`config.mk`:
```
export PLATFORM = sky130hd
export DESIGN_NAME = led_scanner
export DESIGN_NICKNAME = d
export VERILOG_FILES = /design/src/rtl/led_scanner.sv
export SDC_FILE = /design/constraint.sdc
export NUM_CORES = 1
export LEC_CHECK = 0
export CORE_ASPECT_RATIO = 1.25
export CORE_UTILIZATION = 48
export CTS_CLUSTER_SIZE = 28
export DETAILED_ROUTE_END_ITERATION = 16
export HOLD_SLACK_MARGIN = 0.15
export PLACE_DENSITY = 0.71
export SYNTH_ARGS = -nofsm -noshare
export SYNTH_HDL_FRONTEND = slang
export SYNTH_SLANG_ARGS = --single-unit
```
`constraint.sdc`:
```
create_clock -name clk -period 2.7 [get_ports clk]
set_clock_uncertainty 0.1 [all_clocks]
set_input_delay 0.405 -clock clk [delete_from_list [all_inputs] [get_ports clk]]
set_output_delay 0.405 -clock clk [all_outputs]
set_load 0.02 [all_outputs]
```
`src/rtl/led_scanner.sv`:
```
// ---------------------------------------------------------------------------
// led_scanner
//   Pattern generator for the eight board LEDs. A prescaler divides clk down
//   to one pattern step every DIV cycles; the pattern is a bouncing dot, a
//   rotating dot or an 8-bit binary count. A 3-bit free-running PWM counter
//   sets a global brightness. Every output is registered.
//
// Parameters
//   DIV        clk cycles per pattern step (DIV >= 1)
//
// Ports
//   clk        in   system clock
//   rst        in   asynchronous reset, active high
//   mode       in   [1:0] 0=OFF 1=BOUNCE 2=ROTATE 3=COUNT
//   bright     in   [2:0] 0=dark, 1..6=bright/8 duty, 7=always on
//   pause      in   1 freezes prescaler and pattern
//   step       out  one-cycle pulse per pattern advance
//   LED0..LED7 out  LEDn = pattern bit n, gated by PWM and mode
// ---------------------------------------------------------------------------
module led_scanner #(
  parameter int unsigned DIV = 32'd1200000
) (
  input  logic       clk,
  input  logic       rst,
  input  logic [1:0] mode,
  input  logic [2:0] bright,
  input  logic       pause,
  output logic       step,
  output logic       LED0,
  output logic       LED1,
  output logic       LED2,
  output logic       LED3,
  output logic       LED4,
  output logic       LED5,
  output logic       LED6,
  output logic       LED7
);

  // A one-state counter still needs one bit of storage.
  localparam int unsigned CW = (DIV > 32'd1) ? $clog2(DIV) : 32'd1;
  localparam logic [CW-1:0] PRESC_LAST = CW'(DIV - 32'd1);

  typedef enum logic [1:0] {
    MODE_OFF    = 2'd0,
    MODE_BOUNCE = 2'd1,
    MODE_ROTATE = 2'd2,
    MODE_COUNT  = 2'd3
  } mode_e;

  // Bounce: returns {dir, pat}. The end positions reverse in the same step,
  // so neither end dwells and a full period is 14 steps.
  function automatic logic [8:0] bounce_next(input logic [7:0] pat, input logic dir);
    logic [8:0] res;
    res = {dir, pat};
    if (dir == 1'b0) begin
      if (pat == 8'h80) begin
        res = {1'b1, 8'h40};
      end else begin
        res = {1'b0, pat[6:0], 1'b0};
      end
    end else begin
      if (pat == 8'h01) begin
        res = {1'b0, 8'h02};
      end else begin
        res = {1'b1, 1'b0, pat[7:1]};
      end
    end
    return res;
  endfunction

  // Rotate toward LED7 with wrap from LED7 back to LED0.
  function automatic logic [7:0] rotate_next(input logic [7:0] pat);
    return {pat[6:0], pat[7]};
  endfunction

  // PWM gate: level 7 is fully on, otherwise on for 'level' of 8 phases.
  function automatic logic pwm_gate(input logic [2:0] level, input logic [2:0] phase);
    return (level == 3'd7) || (phase < level);
  endfunction

  logic [CW-1:0] presc_q, presc_d;
  logic [7:0]    pat_q,   pat_d;
  logic          dir_q,   dir_d;
  logic [2:0]    pwm_q,   pwm_d;
  mode_e         mode_q,  mode_d;
  logic [7:0]    led_q,   led_d;
  logic          step_q,  step_d;

  logic          mode_chg_s;
  logic          tick_s;
  logic [8:0]    bounce_s;

  // Next-state logic: prescaler, pattern, PWM phase and output drive.
  always_comb begin
    mode_d     = mode_e'(mode);
    mode_chg_s = (mode != mode_q);
    // A mode change suppresses a coincident tick so the reload wins.
    tick_s     = !mode_chg_s && !pause && (presc_q == PRESC_LAST);
    bounce_s   = bounce_next(pat_q, dir_q);

    presc_d = presc_q;
    if (mode_chg_s) begin
      presc_d = '0;
    end else if (pause) begin
      presc_d = presc_q;
    end else if (presc_q == PRESC_LAST) begin
      presc_d = '0;
    end else begin
      presc_d = presc_q + CW'(1);
    end

    pat_d = pat_q;
    dir_d = dir_q;
    if (mode_chg_s) begin
      case (mode)
        MODE_BOUNCE, MODE_ROTATE: begin
          pat_d = 8'h01;
          dir_d = 1'b0;
        end
        MODE_COUNT: begin
          pat_d = 8'h00;
        end
        default: begin
          pat_d = pat_q;
        end
      endcase
    end else if (tick_s) begin
      case (mode_q)
        MODE_BOUNCE: begin
          pat_d = bounce_s[7:0];
          dir_d = bounce_s[8];
        end
        MODE_ROTATE: begin
          pat_d = rotate_next(pat_q);
        end
        MODE_COUNT: begin
          pat_d = pat_q + 8'd1;
        end
        default: begin
          pat_d = pat_q;
        end
      endcase
    end else begin
      pat_d = pat_q;
    end

    pwm_d  = pwm_q + 3'd1;
    step_d = tick_s;

    // LEDs show the current pattern register, so they trail a pattern
    // update by one clock.
    if ((mode != 2'd0) && pwm_gate(bright, pwm_q)) begin
      led_d = pat_q;
    end else begin
      led_d = 8'h00;
    end
  end

  // State and output registers.
  always_ff @(posedge clk or posedge rst) begin
    if (rst) begin
      presc_q <= '0;
      pat_q   <= 8'h01;
      dir_q   <= 1'b0;
      pwm_q   <= 3'd0;
      mode_q  <= MODE_OFF;
      led_q   <= 8'h00;
      step_q  <= 1'b0;
    end else begin
      presc_q <= presc_d;
      pat_q   <= pat_d;
      dir_q   <= dir_d;
      pwm_q   <= pwm_d;
      mode_q  <= mode_d;
      led_q   <= led_d;
      step_q  <= step_d;
    end
  end

  assign step = step_q;
  assign LED0 = led_q[0];
  assign LED1 = led_q[1];
  assign LED2 = led_q[2];
  assign LED3 = led_q[3];
  assign LED4 = led_q[4];
  assign LED5 = led_q[5];
  assign LED6 = led_q[6];
  assign LED7 = led_q[7];

endmodule

```
After elaboration in Yosys (flattened, before gate mapping)
Index checks and enable logic that the tools add are counted.
{"block": "totals", "reg_bits": 44, "in_bits": 8, "elab_cells": 53, "out_inout_bits": 9}
{"block": "op_classes", "n_lt_le_gt_ge": 1, "eq_ne": 14, "n_reduce_logical": 13, "muxes": 15, "add_sub_neg": 3}
{"op": "21-bit two-way mux", "count": 3}
{"op": "9-bit two-way mux", "count": 3}
{"op": "8-bit two-way mux", "count": 3}
{"op": "8-bit one-hot mux with 3 select lines", "count": 1}
{"op": "21-bit by 1-bit adder with 21-bit output (second input constant)", "count": 1}
{"op": "21-bit equality test (second input constant)", "count": 1}
{"op": "8-bit one-hot mux with 2 select lines", "count": 1}
{"op": "8-bit by 1-bit adder with 8-bit output (second input constant)", "count": 1}
{"op": "2-bit equality test (second input constant)", "count": 4}
{"op": "8-bit by 1-bit equality test with 1-bit output (second input constant)", "count": 1}
{"op": "8-bit equality test (second input constant)", "count": 1}
{"op": "3-bit AND reduction", "count": 2}
{"op": "2-bit nonzero test", "count": 3}
{"op": "2-bit by 1-bit equality test with 1-bit output (second input constant)", "count": 2}
{"op": "1-bit two-way mux", "count": 4}
{"op": "2-bit by 1-bit != test with 1-bit output (second input constant)", "count": 2}
{"op": "4-bit nonzero test", "count": 1}
{"op": "3-bit by 1-bit adder with 3-bit output (second input constant)", "count": 1}
{"op": "3-bit equality test (second input constant)", "count": 1}
{"op": "1-bit logical AND", "count": 3}
{"op": "3-bit < comparator", "count": 1}
{"op": "3-bit by 1-bit != test with 1-bit output (second input constant)", "count": 1}
{"op": "1-bit logical NOT", "count": 2}
{"op": "2-bit != test", "count": 1}
{"op": "2 further kinds", "count": 2}

Depth between registers and ports, before layout
Gate-level depths: netlist of run 1.
{"block": "logic_depth", "ltp_word": 6, "ltp_mapped": 8, "ltp_nobuf": 6}

Worst setup path after synthesis of run 1
No wires, ideal clock.
{"block": "synth_path", "kind": "register to register", "startpoint": "register presc_q[19]", "endpoint": "register presc_q[0]", "setup_ns": 0.125, "path_stages_with_launch": 6, "slack_ns": 0.609, "arrival_ns": 1.867, "required_ns": 2.475, "path_buffers": 1, "synth_period_minus_slack_ns": 2.091, "cell_sequence": "dfrtp_1 or4b_1 nor4_2 a21boi_2 buf_2 mux2_2"}
{"block": "synth_between", "elab_chain_len": 4}
{"element": "start, declared", "line_no": "81", "text": "logic [CW-1:0] presc_q, presc_d;"}
{"element": "start signal, assigned", "line_no": "170", "text": "presc_q <= presc_d;"}
{"element": "21-bit equality test", "line_no": "106", "text": "end else if (presc_q == PRESC_LAST) begin"}
{"element": "21-bit two-way mux", "line_no": "106"}
{"element": "21-bit two-way mux", "line_no": "104", "text": "end else if (pause) begin"}
{"element": "21-bit two-way mux", "line_no": "102", "text": "if (mode_chg_s) begin"}
Every way passes these cells. The select of a mux whose other input is x is not followed.
A chain may end at the register's enable or synchronous reset.

Worst setup path after layout of run 1
{"block": "layout_path", "startpoint": "register presc_q[7]", "endpoint": "register pat_q[1]"}
{"block": "layout_between", "elab_chain_len": 4}
{"element": "21-bit equality test", "line_no": "98", "text": "tick_s = !mode_chg_s && !pause && (presc_q == PRESC_LAST);"}
{"element": "1-bit logical AND", "line_no": "98"}
{"element": "2-bit nonzero test (no source line)"}
{"element": "3-bit AND reduction (no source line)"}
{"element": "end signal, assigned", "line_no": "171", "text": "pat_q <= pat_d;"}
{"element": "end, declared", "line_no": "82", "text": "logic [7:0] pat_q, pat_d;"}
Every way passes these cells.

==> metrics.log, run 1 <==
[metrics] outcome: finished, final reports clean
[metrics] sort of element at the start of the critical path: flip-flop
[metrics] cts hold-fix bufs: 0
[metrics] average wire per standard cell: 16.2 microns
[metrics] Multi-input gate area: 1420 sq um
[metrics] pin count of the biggest net entering global routing: 45
[metrics] final sum of negative setup slack: 0 ps
[metrics] portion of the post-synthesis area used by sequential elements: 41.2%
[metrics] most frequent cells in the layout: sky130_fd_sc_hd__dfrtp_1, sky130_fd_sc_hd__nand2_1, sky130_fd_sc_hd__nor2_1, sky130_fd_sc_hd__a21oi_1, sky130_fd_sc_hd__clkdlybuf4s50_1
[metrics] Vert. Die Dim: 85.4 microns
[metrics] effective utilization at floorplan: between 40% and 50%
[metrics] clock insertion delay at the later pin of the skew report: 300 ps
[metrics] unrepaired setup endpoints after global routing: no
[metrics] number of nets produced by synthesis: 302
[metrics] overall fraction of global-route tracks in use: between 20% and 30%
[metrics] WP data required: 2830 ps
[metrics] count of endpoints failing hold in the final timing report: 0
[metrics] Syn Std Cell Area: 2670 sq um
[metrics] slew at the pin closest to its max-slew limit: approximately 620 ps
[metrics] buffer count from post-CTS setup fixing: 0
[metrics] commonest non-fill, non-tap cell in the layout: sky130_fd_sc_hd__dfrtp_1
[metrics] Period minus WS final: 2210 ps
[metrics] peak supply drop: approximately 0.28 mV
[metrics] first-pass GRT wire length: 9.89 mm
[metrics] sinks on the clock net: 44
[metrics] final worst-path setup slack: ~500 ps
[metrics] register bit count reported by yosys: 44
[metrics] initial antenna violation count: 0
[metrics] largest buffer count on any clock path: 2
[metrics] warnings from Yosys: 0
[metrics] count of max-cap constraint violations: 0
[metrics] total number of vias: 2,198
[metrics] Final GP Congestion: ~0.94
[metrics] pre-CTS worst setup slack: ~260 ps
[metrics] fill cell count: 505
[metrics] standby leakage power: 1.28 nW
[metrics] HP Class: input port to async pin
[metrics] per-cell via count in the routed design: just over 6
[metrics] total number of H-tree levels: 2
[metrics] period utilization: 81.7%
[metrics] IO buf count: 16
[metrics] residual DRC count: 0
[metrics] layout cells sized above 1: 13.3%
[metrics] Max Transition Viols Final: 0
[metrics] Total Die Area: 5870 sq um
[metrics] post-cts gate resize count: 0
[metrics] layout overhead on the synthesized area: 13.3%
[metrics] wirelength, routed: 5.88 mm
[metrics] sort of element at the end of the critical path: flip-flop
[metrics] clock buffers created by TritonCTS: 5
[metrics] antenna diode instance count: 0
[metrics] filler-free cell count of the finished design: roughly 360
[metrics] number of iterations in the first detailed-routing pass: 4
[metrics] Achievable Freq: 453 MHz
[metrics] total power per unit cell area: 529 nW/um^2
[metrics] worst max-slew margin expressed relative to the limit: 58.0%
[metrics] share of async-settable or async-resettable flops after synthesis: 100%
[metrics] Distinct cells, synth: 64
[metrics] Worst-path clk slew: about 90 ps
[metrics] remaining antenna violation count after routing: 0
[metrics] number of rows created at floorplan: 30
[metrics] Arr. time, crit path: 2340 ps
[metrics] post-synthesis average cell area: about 9.4 sq um
[metrics] Cells after Synth: 285
[metrics] Fin Hold WS: 331 ps
[metrics] DR iter-0 viols: roughly 180
[metrics] worst-path fanout max: 6
[metrics] sequential cell area: 1100 sq um
[metrics] final setup violation count: 0
[metrics] Setup Crit Path Kind: flip-flop to flip-flop
[metrics] # nets final: 316
[metrics] via count of the first global-routing pass: 2,111
[metrics] clock tree from TritonCTS: yes
[metrics] Die Width: 68.7 microns
[metrics] Post-synth EDFFs: 0
[metrics] cell at the root of the clock tree: sky130_fd_sc_hd__clkbuf_8
[metrics] remaining global-route overflow: 0
[metrics] Core Region: 5410 sq um
[metrics] detailed placement HPWL: 4.18 mm
[metrics] Most used DFF post-synth: sky130_fd_sc_hd__dfrtp_1
[metrics] I/O pin total: 17
[metrics] placed cell count: 356
## final cells by class
class	instances	share of cell area, %
tap	64	2.64
sequential	44	36.4
multi-input combinational	209	47.0
clock inverter	1	0.991
clock buffer	7	3.18
inverter	16	1.98
timing repair buffer	23	7.85
## final timing paths
kind                       slack (ps)  endpoint  cells past startpoint  startpoint
setup reg to reg                  490  pat_q[1]                      5  presc_q[7]
min in group clk                  340  pwm_q[0]                      1    pwm_q[0]
max in group asynchronous        1900  pat_q[0]                      3         rst
hold / removal                    330  pwm_q[2]                      3         rst
hold reg to reg                   340  pwm_q[0]                      1    pwm_q[0]
setup / recovery                  490  pat_q[1]                      5  presc_q[7]
## routing by layer
| metal | track usage [%] | share of wire, % | up-vias |
|---|---|---|---|
| met3 | 3.63 | 3.1 | 19 |
| met2 | 37.3 | 51 | 49 |
| li1 | - | - | 1069 |
| met5 | 0 | 0 | - |
| met1 | 27.1 | 43 | 1061 |
| met4 | 9.46 | 3.3 | 0 |
## kinds of logic after synthesis
kind of cell,Yosys count,share of synthesized area (%)
xor+xnor,8,2.62
buf+inv,32,5.52
mux,4,1.78
simple gates,115,26.0
flops,44,41.2
fa+ha+maj,9,4.21
compound gates,73,18.6
## critical path: stages, from the launching register on
cell and delay (ps):
sky130_fd_sc_hd__dfrtp_1 450, sky130_fd_sc_hd__or4b_1 520, sky130_fd_sc_hd__nor4_2 400, sky130_fd_sc_hd__nand2_1 200
sky130_fd_sc_hd__nor4_1 270, sky130_fd_sc_hd__a32o_1 200
## through the flow
step                      util, %  area (sq um)  total power, W
final                        56.0          3030         0.00160
after global routing         56.0          3030         0.00168
after CTS                    56.0          3030         0.00161
after detailed placement     53.7          2900         0.00106
after global placement       53.7          2900         0.00105
after floorplan                 -          2670        0.000955
## synthesized netlist by cell type (all sizes together), types with 3 or more instances
library cell / count / area, sq um
a211oi: 5 / 37.5
a21oi: 19 / 95.1
a31oi: 12 / 75.1
a41oi: 4 / 35.0
and2: 13 / 85.1
buf: 8 / 57.6
clkbuf: 8 / 30.0
dfrtp: 43 / 1080
ha: 9 / 113
inv: 16 / 60.1
mux2: 3 / 37.5
nand2: 23 / 86.3
nand2b: 3 / 18.8
nand3: 14 / 70.1
nand3b: 3 / 22.5
nand4: 9 / 77.6
nor2: 19 / 71.3
nor2b: 4 / 25.0
nor3: 7 / 40.0
nor4: 6 / 58.8
o21ai: 12 / 63.8
o22a: 4 / 40.0
o22ai: 3 / 18.8
or4b: 3 / 33.8
xnor2: 4 / 35.0
xor2: 4 / 35.0
## report_power, final
| part | total, W | switching [W] | internal [W] |
|---|---|---|---|
| Sequential | 0.000762 | 0.0000599 | 0.000702 |
| Clock | 0.000556 | 0.000229 | 0.000327 |
| Combinational | 0.000285 | 0.000152 | 0.000133 |
| Total | 0.00160 | 0.000442 | 0.00116 |
## sequential cells by signal (all words and copies together) (netlist names)
name     cells
mode_q       2
pat_q        8
pwm_q        3
presc_q     21
step         1
dir_q        1
led_q        8
(Power assumes the default switching activity.)
==> run 2, diff against run 1 <==
--- a/config.mk
+++ b/config.mk
@@ -10,7 +10,7 @@
 export CTS_CLUSTER_SIZE = 28
 export DETAILED_ROUTE_END_ITERATION = 16
 export HOLD_SLACK_MARGIN = 0.15
-export PLACE_DENSITY = 0.71
+export PLACE_DENSITY = 0.73
 export SYNTH_ARGS = -nofsm -noshare
 export SYNTH_HDL_FRONTEND = slang
 export SYNTH_SLANG_ARGS = --single-unit
==> constraint.sdc (replaced) <==
create_clock -name clk -period 2 [get_ports clk]
set_clock_uncertainty 0.1 [all_clocks]
set_input_delay 0.3 -clock clk [delete_from_list [all_inputs] [get_ports clk]]
set_output_delay 0.3 -clock clk [all_outputs]
set_load 0.02 [all_outputs]
==> run 2 against run 1 <==
The run now ends with negative setup slack left. Sequential power increased by 31%. Largest cell class unchanged. Clock power rose by 24%. Register-to-register slack worse by 590 ps. Sequential share of layout area fell by 5.1 points. Combinational power is 74% higher. Critical path depth grew 2. Fmax up 5.5%. Die area unchanged. Setup slack worse by 590 ps. Highest routed layer unchanged. Via count increased by 9.6%. Critical endpoint is now presc_q[3]. Total power rose by 37%.
==> metrics.log, run 2 (synthesized netlist as in run 1, its figures left out) <==
[metrics] capture instance of the worst register-to-register path: presc_q[3]
[metrics] clock insertion delay at the later pin of the skew report: 310 ps
[metrics] count of max-cap constraint violations: 0
[metrics] clock buffers created by TritonCTS: 5
[metrics] standby leakage power: 1.54 nW
[metrics] # nets final: 360
[metrics] final worst-path setup slack: -91.9 ps
[metrics] largest buffer count on any clock path: 2
[metrics] highest cell delay on the worst timing path: 540 ps
[metrics] via count of the first global-routing pass: 2,328
[metrics] I/O pin total: 17
[metrics] first-pass GRT wire length: approximately 11 mm
[metrics] period utilization: 105%
[metrics] number of rows created at floorplan: 30
[metrics] layout cells sized above 1: approximately 33%
[metrics] sort of element at the end of the critical path: flip-flop
[metrics] Fin Hold WS: 213 ps
[metrics] final setup violation count: 13
[metrics] cts hold-fix bufs: 0
[metrics] layout overhead on the synthesized area: 32.2%
[metrics] biggest registers after layout: presc_q (21), led_q (8), pat_q (8)
[metrics] remaining global-route overflow: 0
[metrics] initial antenna violation count: 0
[metrics] Setup Crit Path Kind: flip-flop to flip-flop
[metrics] effective utilization at floorplan: 49.4%
[metrics] clock tree from TritonCTS: yes
[metrics] average wire per standard cell: 15.8 microns
[metrics] Achievable Freq: roughly 480 MHz
[metrics] flip-flop count of the largest register after layout: 21
[metrics] final sum of negative setup slack: -597 ps
[metrics] unrepaired setup endpoints after global routing: yes
[metrics] overall fraction of global-route tracks in use: 24.1%
[metrics] count of endpoints failing hold in the final timing report: 0
[metrics] Multi-input gate area: between 1500 and 2000 sq um
[metrics] Arr. time, crit path: about 2200 ps
[metrics] sort of element at the start of the critical path: flip-flop
[metrics] residual DRC count: 0
[metrics] violations in the final reports: negative setup slack
[metrics] Core Region: ~5400 sq um
[metrics] WP data required: 2070 ps
[metrics] pin count of the biggest net entering global routing: 45
[metrics] total number of vias: 2,409
[metrics] number of iterations in the first detailed-routing pass: 4
[metrics] Worst-path clk slew: 100 ps
[metrics] antenna diode instance count: 0
[metrics] Reg2Reg Depth: 7
[metrics] HP Class: input port to async pin
[metrics] Max Transition Viols Final: 0
[metrics] Final GP Congestion: 0.913
[metrics] worst-path fanout max: 27
[metrics] peak supply drop: approximately 0.34 mV
[metrics] Vert. Die Dim: roughly 85 microns
[metrics] wirelength, routed: 6.43 mm
[metrics] sequential cell area: 1100 sq um
[metrics] fill cell count: between 400 and 500
[metrics] total power per unit cell area: around 620 nW/um^2
[metrics] IO buf count: 16
[metrics] detailed placement HPWL: 4.44 mm
[metrics] register with the most flip-flops: presc_q
[metrics] per-cell via count in the routed design: 5.90
[metrics] chain of cells forming the critical path: or4b_4 > nor4_2 > buf_4 > a21boi_2 > buf_12 > a41oi_2 > a31oi_1
[metrics] Period minus WS final: 2090 ps
[metrics] number of buffers and inverters on the critical path: 2
[metrics] Reg2Reg Launch Point: presc_q[18]
[metrics] slew at the pin closest to its max-slew limit: 596 ps
[metrics] most frequent cells in the layout: sky130_fd_sc_hd__buf_4, sky130_fd_sc_hd__dfrtp_1, sky130_fd_sc_hd__nand2_1
[metrics] remaining antenna violation count after routing: 0
[metrics] cell at the root of the clock tree: sky130_fd_sc_hd__clkbuf_8
[metrics] family with the most delay on the worst path: simple AND/OR/NAND/NOR gates
[metrics] DR iter-0 viols: roughly 180
[metrics] total number of H-tree levels: 2
[metrics] commonest non-fill, non-tap cell in the layout: sky130_fd_sc_hd__buf_4
[metrics] worst max-slew margin expressed relative to the limit: between 50% and 60%
[metrics] setup slack, reg-to-reg: -90 ps
[metrics] Die Width: 68.7 microns
[metrics] outcome: complete, but fails checks
[metrics] Total Die Area: approximately 5900 sq um
[metrics] sinks on the clock net: 44
[metrics] pre-CTS worst setup slack: -198 ps
[metrics] slowest cell on the critical path: sky130_fd_sc_hd__or4b_4
run 2: cell count changes in the layout (fill, tap and decap cells not counted), moves of 3 or more:
cell / change
sky130_fd_sc_hd__buf_4: +41
sky130_fd_sc_hd__a21oi_1: -7
sky130_fd_sc_hd__a21oi_2: +7
sky130_fd_sc_hd__o21ai_0: -7
sky130_fd_sc_hd__o21ai_1: +5
sky130_fd_sc_hd__a41oi_1: -3
sky130_fd_sc_hd__a41oi_2: +3
sky130_fd_sc_hd__buf_6: +3
run 2: how the worst max path moves through the flow:
stage,from,endpoint,slack (ps),depth (start not counted)
finish,presc_q[18],presc_q[3],-90,7
global route,presc_q[18],presc_q[16],-170,7
CTS,presc_q[18],dir_q,-70,6
detailed placement,mode[1],presc_q[3],-200,7
global placement,mode[1],presc_q[11],-150,7
floorplan,presc_q[19],presc_q[0],-90,5
run 2: area by class of cell:
type | count | area share, %
clock inverters | 3 | 1.20
repair buffers | 67 | 16.4
multi-input cells | 209 | 45.2
flip-flops and latches | 44 | 31.3
well taps | 64 | 2.27
clock buffers | 5 | 1.95
inverters | 16 | 1.70
run 2: what timing repair did:
action / in CTS / in global routing
gates resized for setup: 9 / 34
pin swaps: 2 / 2
buffers inserted: 1 / 7
setup endpoints to repair: 16 / 26
endpoints found under the hold margin: 0 / 0
run 2: power by group:
| part | switching (W) | total [W] | internal (W) |
|---|---|---|---|
| clock network | 0.000320 | 0.000690 | 0.000370 |
| logic | 0.000260 | 0.000497 | 0.000236 |
| registers | 0.0000537 | 0.00100 | 0.000949 |
| total | 0.000634 | 0.00219 | 0.00155 |
run 2: tightest hold or removal path, delay by kind of cell:
family,cells,cell delay [ps]
buffers and inverters,3,700
run 2: metal layers:
| metal | part of all wire (%) | GRT usage, % |
|---|---|---|
| met5 | 0 | 0 |
| met4 | 3.3 | 11.3 |
| met3 | 2.9 | 4.03 |
| met2 | 54 | 41.4 |
| met1 | 40 | 28.4 |
run 2: through the flow:
stage	cells	instance area (sq um)	util [%]	power, W
2_1_floorplan	285	2670	-	0.00129
3_3_place_gp	392	3170	58.7	0.00146
3_5_place_dp	392	3170	58.7	0.00147
4_1_cts	401	3350	62.0	0.00217
5_1_grt	408	3530	65.3	0.00229
6_report	408	3530	65.3	0.00219
==> run 3, diff against run 2 <==
--- a/config.mk
+++ b/config.mk
@@ -9,8 +9,10 @@
 export CORE_UTILIZATION = 48
 export CTS_CLUSTER_SIZE = 28
 export DETAILED_ROUTE_END_ITERATION = 16
+export DONT_BUFFER_PORTS = 1
 export HOLD_SLACK_MARGIN = 0.15
-export PLACE_DENSITY = 0.73
+export PLACE_DENSITY = 0.69
+export SETUP_SLACK_MARGIN = 0.3
 export SYNTH_ARGS = -nofsm -noshare
 export SYNTH_HDL_FRONTEND = slang
 export SYNTH_SLANG_ARGS = --single-unit
==> run 3 against run 2 <==
The run still ends with negative setup slack left. Sequential power about the same. First-iteration DRC count rose by 23%. Final area is 6.8% lower. Global-route usage hardly changed. Combinational power shrank 20%. Sequential cell count unchanged. Utilization decreased by 4.5 points. Cell count is 5.6% lower. Critical endpoint is now dir_q.
==> metrics.log, run 3 (synthesized netlist as in run 1, its figures left out) <==
[metrics] layout overhead on the synthesized area: 23.1%
[metrics] remaining antenna violation count after routing: 0
[metrics] # nets final: 337
[metrics] sort of element at the start of the critical path: flip-flop
[metrics] Total Die Area: 5870 sq um
[metrics] Reg2Reg Depth: 5
[metrics] largest buffer count on any clock path: 2
[metrics] sequential cell area: approximately 1100 sq um
[metrics] violations in the final reports: negative setup slack
[metrics] Max Transition Viols Final: 0
[metrics] worst max-slew margin expressed relative to the limit: 68.6%
[metrics] HP Class: input port to flip-flop
[metrics] count of endpoints failing hold in the final timing report: 0
[metrics] sinks on the clock net: 44
[metrics] residual DRC count: 0
[metrics] number of iterations in the first detailed-routing pass: 4
[metrics] worst-path fanout max: 3
[metrics] clock buffers created by TritonCTS: 5
[metrics] most frequent cells in the layout: sky130_fd_sc_hd__dfrtp_1, sky130_fd_sc_hd__buf_4, sky130_fd_sc_hd__nand2_1
[metrics] placed cell count: 369
[metrics] peak supply drop: approximately 0.34 mV
[metrics] pin count of the biggest net entering global routing: 28
[metrics] wirelength, routed: between 6 and 7 mm
[metrics] filler-free cell count of the finished design: 385
[metrics] Multi-input gate area: 1570 sq um
[metrics] initial antenna violation count: 0
[metrics] Vert. Die Dim: approximately 85 microns
[metrics] number of rows created at floorplan: 30
[metrics] antenna diode instance count: 0
[metrics] detailed placement HPWL: ~4.4 mm
[metrics] remaining global-route overflow: 0
[metrics] count of max-cap constraint violations: 0
[metrics] fill cell count: 460
[metrics] Die Width: 68.7 microns
[metrics] effective utilization at floorplan: 49.4%
[metrics] clock tree from TritonCTS: yes
[metrics] register with the most flip-flops: presc_q
[metrics] overall fraction of global-route tracks in use: roughly a quarter
[metrics] Arr. time, crit path: 2260 ps
[metrics] slew at the pin closest to its max-slew limit: approximately 470 ps
[metrics] per-cell via count in the routed design: 6.05
[metrics] I/O pin total: 17
[metrics] Achievable Freq: 470 MHz
[metrics] sort of element at the end of the critical path: flip-flop
[metrics] period utilization: 106%
[metrics] cell at the root of the clock tree: sky130_fd_sc_hd__clkbuf_8
[metrics] IO buf count: 0
[metrics] setup slack, reg-to-reg: -130 ps
[metrics] final setup violation count: 15
[metrics] Period minus WS final: 2130 ps
[metrics] pre-CTS worst setup slack: -118 ps
[metrics] final standard cell utilization of the core: 60.9%
[metrics] first-pass GRT wire length: 10.7 mm
[metrics] WP data required: 2130 ps
[metrics] DR iter-0 viols: 227
[metrics] Hold Path Cell Cnt: 2
[metrics] flip-flop count of the largest register after layout: 21
[metrics] Final GP Congestion: approximately 0.93
[metrics] unrepaired setup endpoints after global routing: yes
[metrics] total number of H-tree levels: 2
[metrics] standby leakage power: 1.44 nW
[metrics] biggest registers after layout: presc_q (21), led_q (8), pat_q (8)
[metrics] layout cells sized above 1: 30.2%
[metrics] via count of the first global-routing pass: 2,251
[metrics] average wire per standard cell: 16.4 microns
[metrics] outcome: complete, but fails checks
[metrics] total number of vias: 2,330
[metrics] Worst-path clk slew: 80 ps
[metrics] Setup Crit Path Kind: flip-flop to flip-flop
[metrics] commonest non-fill, non-tap cell in the layout: sky130_fd_sc_hd__dfrtp_1
[metrics] final worst-path setup slack: -126 ps
[metrics] clock insertion delay at the later pin of the skew report: 300 ps
[metrics] Core Region: 5410 sq um
[metrics] total power per unit cell area: 611 nW/um^2
-- run 3: area by class of cell --
type	instances	share of cell area, %
Clock buffer	7	2.62
Multi-Input combinational cell	209	47.8
Timing Repair Buffer	44	11.6
Tap cell	64	2.43
Inverter	16	1.83
Sequential cell	44	33.6
Clock inverter	1	0.228
-- run 3: path summary, 6_finish.rpt --
check / endpoint / start
hold reg to reg: pwm_q[0] / pwm_q[0]
max in group asynchronous: presc_q[1] / rst
setup / recovery: dir_q / presc_q[18]
setup reg to reg: dir_q / presc_q[18]
min in group asynchronous: presc_q[17] / rst
hold / removal: pat_q[1] / pause
-- run 3: per-stage QoR --
step                      area (sq um)  power, W  hold WS [ps]  setup TNS [ps]
after global placement            2980   0.00139           124            -679
after detailed placement          2980   0.00140           132           -1140
after global routing              3290   0.00212           171           -2610
after floorplan                   2700   0.00129           231            -387
final                             3290   0.00201           192            -660
after CTS                         3180   0.00201           178            -825
-- run 3: power by group --
part | total, W | switching, W | internal (W)
clock network | 0.000582 | 0.000301 | 0.000281
registers | 0.00103 | 0.0000820 | 0.000949
logic | 0.000399 | 0.000216 | 0.000182
total | 0.00201 | 0.000600 | 0.00141
-- run 3: critical path, cell delays in order, from the launching register on --
cell                        delay (ps)
sky130_fd_sc_hd__dfrtp_1           390
sky130_fd_sc_hd__or4b_4            570
sky130_fd_sc_hd__nor4_4            330
sky130_fd_sc_hd__nand4_1           170
sky130_fd_sc_hd__or3_4             360
sky130_fd_sc_hd__a2bb2oi_2         130
-- run 3: routing by layer --
metal / track usage (%) / wire (microns)
met1: 28.3 / 2510
met2: 42.8 / 3380
met3: 4.03 / 265
met4: 8.53 / 136
met5: 0 / 0
-- run 3: timing repair --
action                                 CTS  global route
endpoints found under the hold margin   28             0
gates resized for setup                 12            26
hold buffers                             4             0
pin swaps                                4             3
setup buffers                            2             2
setup endpoints to repair               36            29
